## src/rtl/fpmul_pkg.sv

```systemverilog
// Shared types and constants for the iterative floating-point multiplier.
// Holds the FSM state enum, the operand class enum, flag indices and IEEE pattern helpers.
package fpmul_pkg;

    typedef enum logic [2:0] {
        IDLE,
        UNPACK,
        MULT,
        NORM,
        ROUND,
        DONE
    } state_e;

    typedef enum logic [1:0] {
        CLS_ZERO,
        CLS_INF,
        CLS_NAN,
        CLS_NORM
    } cls_e;

    localparam int FLG_INV = 3;
    localparam int FLG_OVF = 2;
    localparam int FLG_UNF = 1;
    localparam int FLG_INX = 0;

    // Magnitude patterns (sign bit excluded); callers cast to their word width.
    function automatic logic [63:0] inf_mag(input int exp_w, input int man_w);
        logic [63:0] w;
        w = '0;
        for (int i = 0; i < exp_w; i++) w[man_w + i] = 1'b1;
        return w;
    endfunction

    function automatic logic [63:0] qnan_mag(input int exp_w, input int man_w);
        logic [63:0] w;
        w = inf_mag(exp_w, man_w);
        w[man_w - 1] = 1'b1;
        return w;
    endfunction

    function automatic logic [63:0] max_mag(input int exp_w, input int man_w);
        logic [63:0] w;
        w = '0;
        for (int i = 0; i < man_w; i++) w[i] = 1'b1;
        for (int i = 1; i < exp_w; i++) w[man_w + i] = 1'b1;
        return w;
    endfunction

endpackage

```

## src/rtl/fpmul_iter_mant.sv

```systemverilog
// Radix-2 shift-add significand multiplier: one partial product per cycle.
// The multiplier rides in the low half of prod and is shifted out as the product shifts in.
module mant_mult_iter #(
    parameter int SW = 24
) (
    input  logic            clk,
    input  logic            reset,
    input  logic            start,
    input  logic [SW-1:0]   mcand,
    input  logic [SW-1:0]   mplier,
    output logic            last,
    output logic [2*SW-1:0] prod
);
    localparam int CW = $clog2(SW);

    logic          busy;
    logic [CW-1:0] cnt;
    logic [SW-1:0] mcand_q;
    logic [SW:0]   sum;

    assign last = busy && (cnt == CW'(SW - 1));
    assign sum  = {1'b0, prod[2*SW-1:SW]} + (prod[0] ? {1'b0, mcand_q} : {(SW+1){1'b0}});

    always_ff @(posedge clk) begin
        if (reset) begin
            busy    <= 1'b0;
            cnt     <= '0;
            mcand_q <= '0;
            prod    <= '0;
        end else if (start) begin
            busy    <= 1'b1;
            cnt     <= '0;
            mcand_q <= mcand;
            prod    <= {{SW{1'b0}}, mplier};
        end else if (busy) begin
            prod <= {sum, prod[SW-1:1]};
            cnt  <= cnt + 1'b1;
            if (last) busy <= 1'b0;
        end
    end

endmodule

```

## src/rtl/fpmul_iter.sv

```systemverilog
// Iterative IEEE-754-style multiplier with valid/ready operand and result handshakes.
// Define FPMUL_RNE_EN for round-to-nearest-even; otherwise results are truncated toward zero.
module fpmul_iter
    import fpmul_pkg::*;
#(
    parameter int EXP_W = 8,
    parameter int MAN_W = 23,
    parameter int W     = EXP_W + MAN_W + 1
) (
    input  logic         clk,
    input  logic         reset,
    input  logic         in_valid,
    output logic         in_ready,
    input  logic [W-1:0] data_a,
    input  logic [W-1:0] data_b,
    output logic         out_valid,
    input  logic         out_ready,
    output logic [W-1:0] data_r,
    output logic [3:0]   flags,
    output state_e       dbg_state
);
    // Handshake: a transfer happens on a rising edge where valid && ready are both high;
    // a producer holds valid and data steady until that edge.
    localparam int SW  = MAN_W + 1;
    localparam int PW  = 2 * SW;
    localparam int EW2 = EXP_W + 2;

    localparam logic [EW2-1:0] BIAS     = EW2'((1 << (EXP_W - 1)) - 1);
    localparam logic [EW2-1:0] EXP_MAX  = EW2'((1 << EXP_W) - 1);
    localparam logic [EW2-1:0] EXP_ZERO = '0;
    localparam logic [W-2:0]   INF_MAG  = (W-1)'(inf_mag(EXP_W, MAN_W));
    localparam logic [W-2:0]   MAX_MAG  = (W-1)'(max_mag(EXP_W, MAN_W));
    localparam logic [W-1:0]   QNAN     = {1'b0, (W-1)'(qnan_mag(EXP_W, MAN_W))};

    state_e             state;
    logic [W-1:0]       a_q, b_q;
    cls_e               cls_a, cls_b, cls_a_c, cls_b_c;
    logic               unpacked;
    logic               sign_q;
    logic [EW2-1:0]     exp_q;
    logic [MAN_W-1:0]   frac_q;
    logic               g_q, r_q, s_q;
    logic               sgn;

    logic               mul_start, mul_last;
    logic [PW-1:0]      prod;

    logic               sp_hit;
    logic [W-1:0]       sp_word;
    logic [3:0]         sp_flags;

    logic [PW-2:0]      prod_sh;
    logic [EW2-1:0]     exp_norm;

    logic               rnd_inc;
    logic [MAN_W:0]     frac_inc;
    logic [EW2-1:0]     exp_rnd;
    logic [W-1:0]       rnd_word;
    logic [3:0]         rnd_flags;

    function automatic cls_e classify(input logic [W-2:0] x);
        if (x[W-2 -: EXP_W] == '0) return CLS_ZERO;
        if (&x[W-2 -: EXP_W]) return (x[MAN_W-1:0] == '0) ? CLS_INF : CLS_NAN;
        return CLS_NORM;
    endfunction

    assign dbg_state = state;
    assign sgn       = a_q[W-1] ^ b_q[W-1];
    assign cls_a_c   = classify(a_q[W-2:0]);
    assign cls_b_c   = classify(b_q[W-2:0]);
    // Start in the first UNPACK cycle so the array runs while the dispatch cycle completes.
    assign mul_start = (state == UNPACK) && !unpacked &&
                       (cls_a_c == CLS_NORM) && (cls_b_c == CLS_NORM);

    mant_mult_iter #(.SW(SW)) u_mant (
        .clk    (clk),
        .reset  (reset),
        .start  (mul_start),
        .mcand  ({1'b1, a_q[MAN_W-1:0]}),
        .mplier ({1'b1, b_q[MAN_W-1:0]}),
        .last   (mul_last),
        .prod   (prod)
    );

    always_comb begin
        sp_hit   = 1'b1;
        sp_word  = '0;
        sp_flags = '0;
        if (cls_a == CLS_NAN || cls_b == CLS_NAN ||
            (cls_a == CLS_ZERO && cls_b == CLS_INF) ||
            (cls_a == CLS_INF && cls_b == CLS_ZERO)) begin
            sp_word           = QNAN;
            sp_flags[FLG_INV] = 1'b1;
        end else if (cls_a == CLS_INF || cls_b == CLS_INF) begin
            sp_word = {sgn, INF_MAG};
        end else if (cls_a == CLS_ZERO || cls_b == CLS_ZERO) begin
            sp_word = {sgn, {(W-1){1'b0}}};
        end else begin
            sp_hit = 1'b0;
        end
    end

    // Significand product lies in [1,4): drop the leading one from whichever window holds it.
    always_comb begin
        prod_sh  = prod[PW-1] ? prod[PW-2:0] : {prod[PW-3:0], 1'b0};
        exp_norm = {2'b00, a_q[W-2 -: EXP_W]} + {2'b00, b_q[W-2 -: EXP_W]} - BIAS +
                   {{(EW2-1){1'b0}}, prod[PW-1]};
    end

    always_comb begin
`ifdef FPMUL_RNE_EN
        rnd_inc = g_q & (r_q | s_q | frac_q[0]);
`else
        rnd_inc = 1'b0;
`endif
        frac_inc  = {1'b0, frac_q} + {{MAN_W{1'b0}}, rnd_inc};
        // A carry-out leaves the fraction at zero, so renormalising only bumps the exponent.
        exp_rnd   = exp_q + {{(EW2-1){1'b0}}, frac_inc[MAN_W]};
        rnd_flags = '0;
        if ($signed(exp_rnd) >= $signed(EXP_MAX)) begin
            rnd_flags[FLG_OVF] = 1'b1;
            rnd_flags[FLG_INX] = 1'b1;
`ifdef FPMUL_RNE_EN
            rnd_word = {sign_q, INF_MAG};
`else
            rnd_word = {sign_q, MAX_MAG};
`endif
        end else if ($signed(exp_rnd) <= $signed(EXP_ZERO)) begin
            rnd_flags[FLG_UNF] = 1'b1;
            rnd_flags[FLG_INX] = 1'b1;
            rnd_word = {sign_q, {(W-1){1'b0}}};
        end else begin
            rnd_flags[FLG_INX] = g_q | r_q | s_q;
            rnd_word = {sign_q, exp_rnd[EXP_W-1:0], frac_inc[MAN_W-1:0]};
        end
    end

    always_ff @(posedge clk) begin
        if (reset) begin
            state     <= IDLE;
            in_ready  <= 1'b1;
            out_valid <= 1'b0;
            data_r    <= '0;
            flags     <= '0;
            a_q       <= '0;
            b_q       <= '0;
            cls_a     <= CLS_ZERO;
            cls_b     <= CLS_ZERO;
            unpacked  <= 1'b0;
            sign_q    <= 1'b0;
            exp_q     <= '0;
            frac_q    <= '0;
            g_q       <= 1'b0;
            r_q       <= 1'b0;
            s_q       <= 1'b0;
        end else begin
            case (state)
                IDLE: begin
                    if (in_valid && in_ready) begin
                        a_q      <= data_a;
                        b_q      <= data_b;
                        in_ready <= 1'b0;
                        unpacked <= 1'b0;
                        state    <= UNPACK;
                    end
                end
                UNPACK: begin
                    if (!unpacked) begin
                        cls_a    <= cls_a_c;
                        cls_b    <= cls_b_c;
                        unpacked <= 1'b1;
                    end else if (sp_hit) begin
                        data_r    <= sp_word;
                        flags     <= sp_flags;
                        out_valid <= 1'b1;
                        state     <= DONE;
                    end else begin
                        sign_q <= sgn;
                        state  <= MULT;
                    end
                end
                MULT: begin
                    if (mul_last) state <= NORM;
                end
                NORM: begin
                    exp_q  <= exp_norm;
                    frac_q <= prod_sh[PW-2 -: MAN_W];
                    g_q    <= prod_sh[SW-1];
                    r_q    <= prod_sh[SW-2];
                    s_q    <= |prod_sh[SW-3:0];
                    state  <= ROUND;
                end
                ROUND: begin
                    data_r    <= rnd_word;
                    flags     <= rnd_flags;
                    out_valid <= 1'b1;
                    state     <= DONE;
                end
                DONE: begin
                    if (out_ready) begin
                        out_valid <= 1'b0;
                        in_ready  <= 1'b1;
                        state     <= IDLE;
                    end
                end
                default: state <= IDLE;
            endcase
        end
    end

endmodule

```

## config.mk

```make
export PLATFORM = sky130hd
export DESIGN_NAME = fpmul_iter
export DESIGN_NICKNAME = d
export VERILOG_FILES = /design/src/rtl/fpmul_pkg.sv /design/src/rtl/fpmul_iter_mant.sv /design/src/rtl/fpmul_iter.sv
export SDC_FILE = /design/constraint.sdc
export NUM_CORES = 1
export LEC_CHECK = 0
export ABC_AREA = 1
export CAP_MARGIN = 20
export CORE_MARGIN = 3
export CORE_UTILIZATION = 52
export DETAILED_ROUTE_END_ITERATION = 10
export PLACE_DENSITY = 0.83
export SLEW_MARGIN = 15
export SYNTH_ARGS = -nofsm -noshare
export SYNTH_HDL_FRONTEND = slang
export SYNTH_SLANG_ARGS = --single-unit
```

## constraint.sdc

```tcl
create_clock -name clk -period 3.09 [get_ports clk]
set_clock_uncertainty 0.05 [all_clocks]
set_input_delay 0.309 -clock clk [delete_from_list [all_inputs] [get_ports clk]]
set_output_delay 0.309 -clock clk [all_outputs]
set_load 0.02 [all_outputs]
```

==> summary.md, run 1 <==
| Metric | Value |
|---|---|
| Status | `finished, final reports clean` |
| Place WS | `427 ps` |
| Share of cells above drive strength 1 | `4.87%` |
| Routability cong. | `1.03` |
| RR Endpoint | `u_mant.prod[46]` |
| DIE HEIGHT | `152 µm` |
| RSZ-0062 raised after global routing | `false` |
| Setup-failing EPs final | `0` |
| Tmin final | `2710 ps` |
| Vias/cell | `5.48` |
| Number of synthesized flops with an enable pin | `0` |
| Final cell count without fillers | `1953` |
| CORE AREA | `20500 µm²` |
| Syn Area/Cell | `6.91 µm²` |
| Starting density of the core | `53.7%` |
| Ports | `109` |
| FF+latch area | `4500 µm²` |
| Critical Path RT | `3440 ps` |
| Hpwl dp | `20.9 mm` |
| Critical Path, Cell by Cell | `nand2_1 > inv_1 > ha_1 > nand3_1 > nand3_1 > nand2_1 > nand3_1 > nand2_1 > nand3_1 > nand2_1 > nand2_1 > nor2_1 > nor2_1` |
| Cells after Synth | `1595` |
| Register area share after synthesis | `40.9%` |
| Slew Limit Fails | `0` |
| Min-delay src | `reset` |
| Design Area, Final | `13100 µm²` |
| Worst skew pair latency | `510 ps` |
| Slew headroom | `37.5%` |
| Placed cell count | `1908` |
| Std cell rows | `52` |
| Synthesis Warnings | `0` |
| Worst-case clock buffer depth | `3` |
| Max stage delay cell, worst path | `dfxtp_1` |
| Final Hold Fails | `0` |
| Post-route ant nets | `0` |
| Worst-case reg-to-reg path depth | `13` |
| Max incr delay on CP | `930 ps` |
| Crit share post-route | `87.8%` |
| Area of the multi-input gates | `5530 µm²` |
| Port buffer count | `108` |
| Worst Path Arrival | `3060 ps` |
| Initial antenna violation count | `0` |
| WL per Instance | `14.9 µm` |
| Register bit total from synthesis | `225` |
| First-pass GRT wire length | `47.0 mm` |
| CTS root buffer | `clkbuf_16` |
| Area Overhead vs Synth | `18.6%` |
| Hold EP | `frac_q[4]` |
| Post-synth ARST share | `0%` |
| Total global-route track usage | `24.9%` |
| R2R Path Start | `u_mant.prod[0]` |
| Flop2flop setup slack | `380 ps` |
| Post-CTS setup buffers | `0` |
| Die ar. | `23000 µm²` |
| Setup TNS Final | `0 ps` |
| MaxCap Viol Count | `0` |
| Critical Path End Type | `flip-flop` |
| Initial DRC count | `832` |
| Area after DPL | `12300 µm²` |
| Peak VDD IR | `606 µV` |
| Final worst setup slack | `378 ps` |
| NumNets Final | `1776` |
| Vias post-DR | `10700` |
| CTS tree | `done` |
| Largest net degree at the start of global routing | `82` |
| Static Leak | `5.63 nW` |
| H-Tree Depth | `1` |
| CP Class | `flip-flop to flip-flop` |
| Synthesized area | `11000 µm²` |
| Most used cell along the critical path | `nand2_1` |
| Pwr dens | `818 nW/µm²` |
| CTS clk-pin slew, worst paths | `60 ps` |
| Fillers | `1843` |
| Fmax | `369 MHz` |
| Vias in the first global route | `9633` |
| CP max FO | `26` |
| Total global routing overflow | `0` |
| Cts repair resizes | `0` |
| Yosys cell types | `42` |
| DRC errors left | `0` |
| Hold Path Depth | `4` |
| Commonest register cell after synthesis | `dfxtp_1` |
| Synth Net Count | `1706` |
| Worst hold path class | `primary input to flip-flop` |
| Routed WL | `29.2 mm` |
| CTS Sinks | `225` |
| # hold bufs at CTS | `0` |
| Die width | `152 µm` |
| Setup crit start kind | `flip-flop` |
| Least-Margin Pin Slew | `937 ps` |
| Detailed Routing Iterations Pass 1 | `6` |
| Num CTS Buffers | `25` |
| Diode count | `0` |
## registers in the layout (all words and copies together), names as in the netlist, 2 cells and up
register        cells
a_q                32
b_q                32
cls_a               2
cls_b               2
data_r             32
dbg_state           3
exp_q              10
flags               4
frac_q             23
u_mant.cnt          5
u_mant.mcand_q     24
u_mant.prod        48
## cell families after synthesis
group | synth area share [%]
fa+ha+maj | 5.02
xor+xnor | 1.11
buf+inv | 9.09
simple gates | 24.6
compound gates | 19.3
flops | 40.9
## critical path, delay by kind of cell (launching register included)
kind,cells,cell delay (ps)
buf+inv,1,140
flops,1,930
simple gates,11,1220
fa+ha+maj,1,250
## synthesized netlist by cell type (2+ instances only)
| cell | n | area share (%) |
|---|---|---|
| nand3b_1 | 3 | 0.20 |
| fa_1 | 2 | 0.36 |
| nor3_1 | 15 | 0.68 |
| a21oi_1 | 165 | 7.5 |
| nand3_1 | 83 | 3.8 |
| o21ai_1 | 3 | 0.14 |
| a211oi_1 | 2 | 0.14 |
| nand2_2 | 2 | 0.11 |
| buf_2 | 8 | 0.36 |
| xor2_1 | 12 | 0.95 |
| ha_1 | 41 | 4.7 |
| clkbuf_1 | 75 | 2.6 |
| o211ai_1 | 8 | 0.55 |
| nor2_4 | 2 | 0.20 |
| clkinv_1 | 2 | 0.068 |
| a31oi_1 | 50 | 2.8 |
| or2_2 | 5 | 0.28 |
| dfxtp_1 | 225 | 41 |
| nor4_1 | 5 | 0.28 |
| a21o_1 | 2 | 0.14 |
| nor2_1 | 148 | 5.0 |
| buf_6 | 2 | 0.20 |
| nand2_1 | 361 | 12 |
| a41oi_1 | 2 | 0.16 |
| nand4_1 | 24 | 1.4 |
| inv_2 | 6 | 0.20 |
| inv_1 | 166 | 5.7 |
| o21ai_0 | 161 | 7.3 |
| xnor2_1 | 2 | 0.16 |
## stage by stage
stage | utilization, % | hold WS (ps) | power, W
2_1_floorplan | - | 384 | 0.00672
3_5_place_dp | 59.9 | 399 | 0.00788
5_1_grt | 63.8 | 280 | 0.0114
4_1_cts | 63.8 | 235 | 0.0107
6_report | 63.8 | 245 | 0.0107
3_3_place_gp | 59.9 | 396 | 0.00779
## worst max path at each step
stage / from / endpoint / slack [ps] / cells after the start
global placement: u_mant.prod[0] / u_mant.prod[40] / 430 / 13
global route: u_mant.prod[0] / u_mant.prod[40] / 130 / 14
CTS: u_mant.prod[0] / u_mant.prod[46] / 430 / 13
detailed placement: u_mant.prod[0] / u_mant.prod[46] / 430 / 13
floorplan: u_mant.prod[47] / exp_q[8] / 390 / 14
finish: u_mant.prod[0] / u_mant.prod[46] / 380 / 13
## layout by cell type (no fill, tap or decap), types with 5 or more instances in the layout
cell type,instances
nor2_1,147
nand2_1,361
clkdlybuf4s50_1,107
nand3_1,82
or2_2,5
clkbuf_16,25
o211ai_1,8
a21oi_1,165
inv_2,7
a31oi_1,50
buf_4,19
nor3_1,15
nand4_1,24
inv_1,166
o21ai_0,161
clkbuf_1,7
dfxtp_1,225
xor2_1,12
nor4_1,5
ha_1,41
clkbuf_8,6
## layout make-up
cell class	count	area share (%)
flip-flops and latches	225	34.5
clock inverters	7	0.364
repair buffers	129	9.63
clock buffers	38	5.62
multi-input cells	1110	42.3
inverters	174	5.00
well taps	270	2.59
## routing by layer
| metal | wire length, µm | vias to the layer above | GRT usage (%) | share of wire (%) |
|---|---|---|---|---|
| met5 | 0 | - | 0 | 0 |
| met4 | 835 | 0 | 7.86 | 2.9 |
| met3 | 1740 | 58 | 3.00 | 6.0 |
| met2 | 13300 | 357 | 41.2 | 46 |
| met1 | 13300 | 4882 | 34.2 | 45 |
| li1 | - | 5403 | - | - |
## power breakdown
group          leakage, nW  total, W  internal, W  switching, W
logic                 3.41   0.00361      0.00132       0.00229
registers             1.84   0.00428      0.00362      0.000652
clock network        0.380   0.00280      0.00164       0.00117
(Power assumes the default switching activity.)
==> run 2, diff against run 1 <==
CORE_UTILIZATION = 45   (was 52)
PLACE_DENSITY = 0.74   (was 0.83)
TNS_END_PERCENT = 10   (was default)
==> summary.md, run 2 (synthesis results as in run 1) <==
| Metric | Value |
|---|---|
| CTS root buffer | `clkbuf_16` |
| CP delay by family, top | `simple AND/OR/NAND/NOR gates` |
| CP Class | `flip-flop to flip-flop` |
| Largest net degree at the start of global routing | `70` |
| First-pass GRT wire length | `48.9 mm` |
| Setup-failing EPs final | `0` |
| Detailed Routing Iterations Pass 1 | `5` |
| Pwr dens | `810 nW/µm²` |
| H-Tree Depth | `1` |
| Final core occ | `54.9%` |
| Critical Path, Cell by Cell | `nand2_1 > inv_1 > ha_1 > nand3_1 > nand3_1 > nand2_1 > nand2_1 > nand3_1 > nand4_1 > a21oi_1 > nor2_1` |
| Vias/cell | `5.26` |
| Routability cong. | `0.922` |
| Starting density of the core | `46.4%` |
| DRC errors left | `0` |
| Hpwl dp | `21.6 mm` |
| Area Overhead vs Synth | `18.4%` |
| Tmin final | `2600 ps` |
| Final Hold Fails | `0` |
| Static Leak | `5.60 nW` |
| Die ar. | `26400 µm²` |
| Most common cell after layout, fill and taps aside | `nand2_1` |
| Std cell rows | `56` |
| Num CTS Buffers | `24` |
| CTS clk-pin slew, worst paths | `60 ps` |
| Worst hold path class | `primary input to flip-flop` |
| Total global-route track usage | `22.2%` |
| Post-route ant nets | `0` |
| Share of cells above drive strength 1 | `4.48%` |
| Diode count | `0` |
| # hold bufs at CTS | `0` |
| Worst Path Arrival | `2940 ps` |
| Slew Limit Fails | `0` |
| Setup crit start kind | `flip-flop` |
| Vias in the first global route | `9662` |
| Fmax | `385 MHz` |
| Worst skew pair latency | `520 ps` |
| WL per Instance | `15.0 µm` |
| Fillers | `2282` |
| Cts repair resizes | `0` |
| CP max FO | `22` |
| Routed WL | `29.8 mm` |
| Total global routing overflow | `0` |
| CORE AREA | `23800 µm²` |
| Crit path buffers/inverters | `1` |
| Critical Path End Type | `flip-flop` |
| Ports | `109` |
| Biggest register | `u_mant.prod` |
| NumNets Final | `1773` |
| Max stage delay cell, worst path | `dfxtp_1` |
| Port buffer count | `108` |
| Max incr delay on CP | `830 ps` |
| Die width | `162 µm` |
| Initial antenna violation count | `0` |
| Worst-case clock buffer depth | `3` |
| Least-Margin Pin Slew | `795 ps` |
| Peak VDD IR | `657 µV` |
| Max reg flops | `48` |
| DIE HEIGHT | `162 µm` |
| Post-CTS setup buffers | `0` |
| Crit share post-route | `84.0%` |
| Area of the multi-input gates | `5530 µm²` |
| Slew headroom | `46.9%` |
| FF+latch area | `4500 µm²` |
| Status | `finished, final reports clean` |
| Critical Path RT | `3430 ps` |
| Initial DRC count | `891` |
| CTS Sinks | `225` |
| CTS tree | `done` |
| Setup TNS Final | `0 ps` |
| MaxCap Viol Count | `0` |
| Most frequent cells in the layout | `nand2_1 (361), dfxtp_1 (225), inv_1 (166)` |
| RSZ-0062 raised after global routing | `false` |
| Vias post-DR | `10496` |
==> run 2: tightest hold or removal path, delay by kind of cell <==
kind	cells	cell delay [ps]
compound gates	2	190
buf+inv	1	390
==> run 2: routing by layer <==
metal,track usage [%],up-vias,routed length (µm)
li1,-,5400,-
met1,32.6,4780,14500
met2,35.1,281,13300
met3,2.31,35,1430
met4,5.31,0,628
met5,0,-,0
==> run 2: cell type report <==
cell class	instances	share of cell area, %
clock buffer	34	5.28
clock inverter	5	0.192
inverter	174	5.01
tap	319	3.06
multi-input combinational	1110	42.4
sequential	225	34.5
timing repair buffer	127	9.53
==> run 2: path summary, 6_finish.rpt <==
check        depth (start not counted)            from  slack, ps              end
max                                 11  u_mant.prod[0]        490  u_mant.prod[36]
min                                  3       data_a[3]        370           a_q[3]
max reg2reg                         11  u_mant.prod[0]        490  u_mant.prod[36]
min reg2reg                          2         a_q[31]        410          a_q[31]
==> run 2: report_power, final <==
group / switching [W] / internal (W)
clock: 0.00113 / 0.00154
sequential: 0.000637 / 0.00362
combinational: 0.00232 / 0.00132
total: 0.00409 / 0.00648
==> run 2: through the flow <==
step	setup slack [ps]	instance area, µm²	total power [W]	instances	hold slack [ps]
3_3_place_gp	560	12300	0.00787	1955	395
6_report	495	13000	0.0106	1994	366
2_1_floorplan	393	11000	0.00672	1595	384
3_5_place_dp	517	12300	0.00791	1955	399
4_1_cts	492	13000	0.0106	1994	354
5_1_grt	241	13000	0.0113	1994	378
==> run 3, diff against run 2 <==
clock period = 2.56 ns   (was 3.09 ns; I/O delays follow)
==> summary.md, run 3 (synthesis results as in run 1) <==
| Metric | Value |
|---|---|
| Power share of the combinational group | `33.1%` |
| Tmin final | `2320 ps` |
| Largest net degree at the start of global routing | `114` |
| FF+latch area | `4500 µm²` |
| # hold bufs at CTS | `0` |
| Setup TNS Final | `0 ps` |
| RSZ-0062 raised after global routing | `false` |
| Routability cong. | `1.01` |
| Total global-route track usage | `21.9%` |
| Fmax | `430 MHz` |
| Slew headroom | `50.4%` |
| Num CTS Buffers | `25` |
| WL per Instance | `14.9 µm` |
| Post-route ant nets | `0` |
| Die ar. | `26400 µm²` |
| CP max FO | `3` |
| Post-CTS setup buffers | `0` |
| Clock power frac | `28.6%` |
| First-pass GRT wire length | `48.3 mm` |
| Worst Path Arrival | `2690 ps` |
| CTS tree | `done` |
| Fillers | `2253` |
| Final cell count without fillers | `2005` |
| Routed WL | `29.8 mm` |
| Setup-failing EPs final | `0` |
| Slew Limit Fails | `0` |
| Diode count | `0` |
| Initial antenna violation count | `0` |
| Std cell rows | `56` |
| Critical Path End Type | `flip-flop` |
| Port buffer count | `108` |
| Net switching power | `0.00506 W` |
| Vias post-DR | `10545` |
| Final Hold Fails | `0` |
| NumNets Final | `1778` |
| Starting density of the core | `46.4%` |
| CTS Sinks | `225` |
| Pwr dens | `1020 nW/µm²` |
| Max stage delay cell, worst path | `fa_1` |
| Vias/cell | `5.26` |
| Initial DRC count | `884` |
| DIE HEIGHT | `162 µm` |
| Critical Path, Cell by Cell | `clkinv_1 > ha_1 > inv_1 > ha_1 > fa_1 > nand3_1 > nand2_1 > nand4_1 > nand3_1 > xor2_1 > o21ai_0 > inv_1` |
| DRC errors left | `0` |
| CTS clk-pin slew, worst paths | `70 ps` |
| Ports | `109` |
| Area of the multi-input gates | `5530 µm²` |
| CORE AREA | `23800 µm²` |
| Biggest register | `u_mant.prod` |
| Share of power burned in registers | `38.2%` |
| Sw frac | `37.5%` |
| Most common cell after layout, fill and taps aside | `nand2_1` |
| Most frequent cells in the layout | `nand2_1 (361), dfxtp_1 (225), inv_1 (166)` |
| Vias in the first global route | `9686` |
| H-Tree Depth | `1` |
| Placed cell count | `1959` |
| Worst-case clock buffer depth | `3` |
| Setup crit start kind | `flip-flop` |
| Cts repair resizes | `0` |
| Static Leak | `5.71 nW` |
| CP Class | `flip-flop to flip-flop` |
| Worst hold path class | `primary input to flip-flop` |
| Least-Margin Pin Slew | `744 ps` |
| CTS root buffer | `clkbuf_16` |
| Peak VDD IR | `883 µV` |
| Share of cells above drive strength 1 | `5.22%` |
| Detailed Routing Iterations Pass 1 | `5` |
| MaxCap Viol Count | `0` |
| Max reg flops | `48` |
| Status | `finished, final reports clean` |
| Critical Path RT | `2920 ps` |
| Design Power | `0.0135 W` |
| Internal | `0.00843 W` |
| Area Overhead vs Synth | `20.5%` |
| Crit share post-route | `90.8%` |
| Hpwl dp | `21.4 mm` |
| Total global routing overflow | `0` |
| Die width | `162 µm` |
| Max incr delay on CP | `400 ps` |
| Worst skew pair latency | `520 ps` |
-- run 3: final timing paths --
path	start	endpoint	slack, ps	cells past startpoint
setup / recovery	u_mant.prod[47]	exp_q[8]	240	12
hold / removal	reset	frac_q[19]	140	4
setup reg to reg	u_mant.prod[47]	exp_q[8]	240	12
hold reg to reg	b_q[31]	b_q[31]	410	2
-- run 3: worst max-delay path: cells and delay by family, from the launching register on --
family	cells	cell delay, ps
adder cells (fa/ha/maj)	3	890
AND/OR/NAND/NOR	4	370
flip-flops	1	350
buffers and inverters	3	220
AO/OA/AOI/OAI	1	170
XOR/XNOR	1	160
-- run 3: per-stage QoR --
| step | utilization (%) | instance area, µm² | setup WS, ps | hold WS (ps) |
|---|---|---|---|---|
| floorplan | - | 11000 | 32.2 | 384 |
| global route | 55.9 | 13300 | 27.7 | 170 |
| global placement | 52.1 | 12400 | 281 | 396 |
| detailed placement | 52.1 | 12400 | 256 | 402 |
| finish | 55.9 | 13300 | 235 | 137 |
| CTS | 55.9 | 13300 | 243 | 123 |
-- run 3: per-layer routing --
layer	wire (µm)	vias up	GRT usage, %
met1	14100	4743	30.9
met5	0	-	0
met3	1930	51	3.38
li1	-	5422	-
met2	12900	329	34.6
met4	881	0	6.75
-- run 3: final cells by class --
class,instances,share of cell area (%)
clock buffer,33,5.24
clock inverter,13,1.54
inverter,174,4.92
multi-input combinational,1110,41.7
sequential,225,33.9
tap,319,3.01
timing repair buffer,131,9.69
-- run 3: power groups by stage --
stage               sequential [W]  combinational (W)  clock [W]
floorplan                  0.00501            0.00311          0
global placement           0.00519            0.00434          0
detailed placement         0.00520            0.00442          0
CTS                        0.00514            0.00446    0.00392
global route               0.00524            0.00503    0.00407
finish                     0.00516            0.00447    0.00386
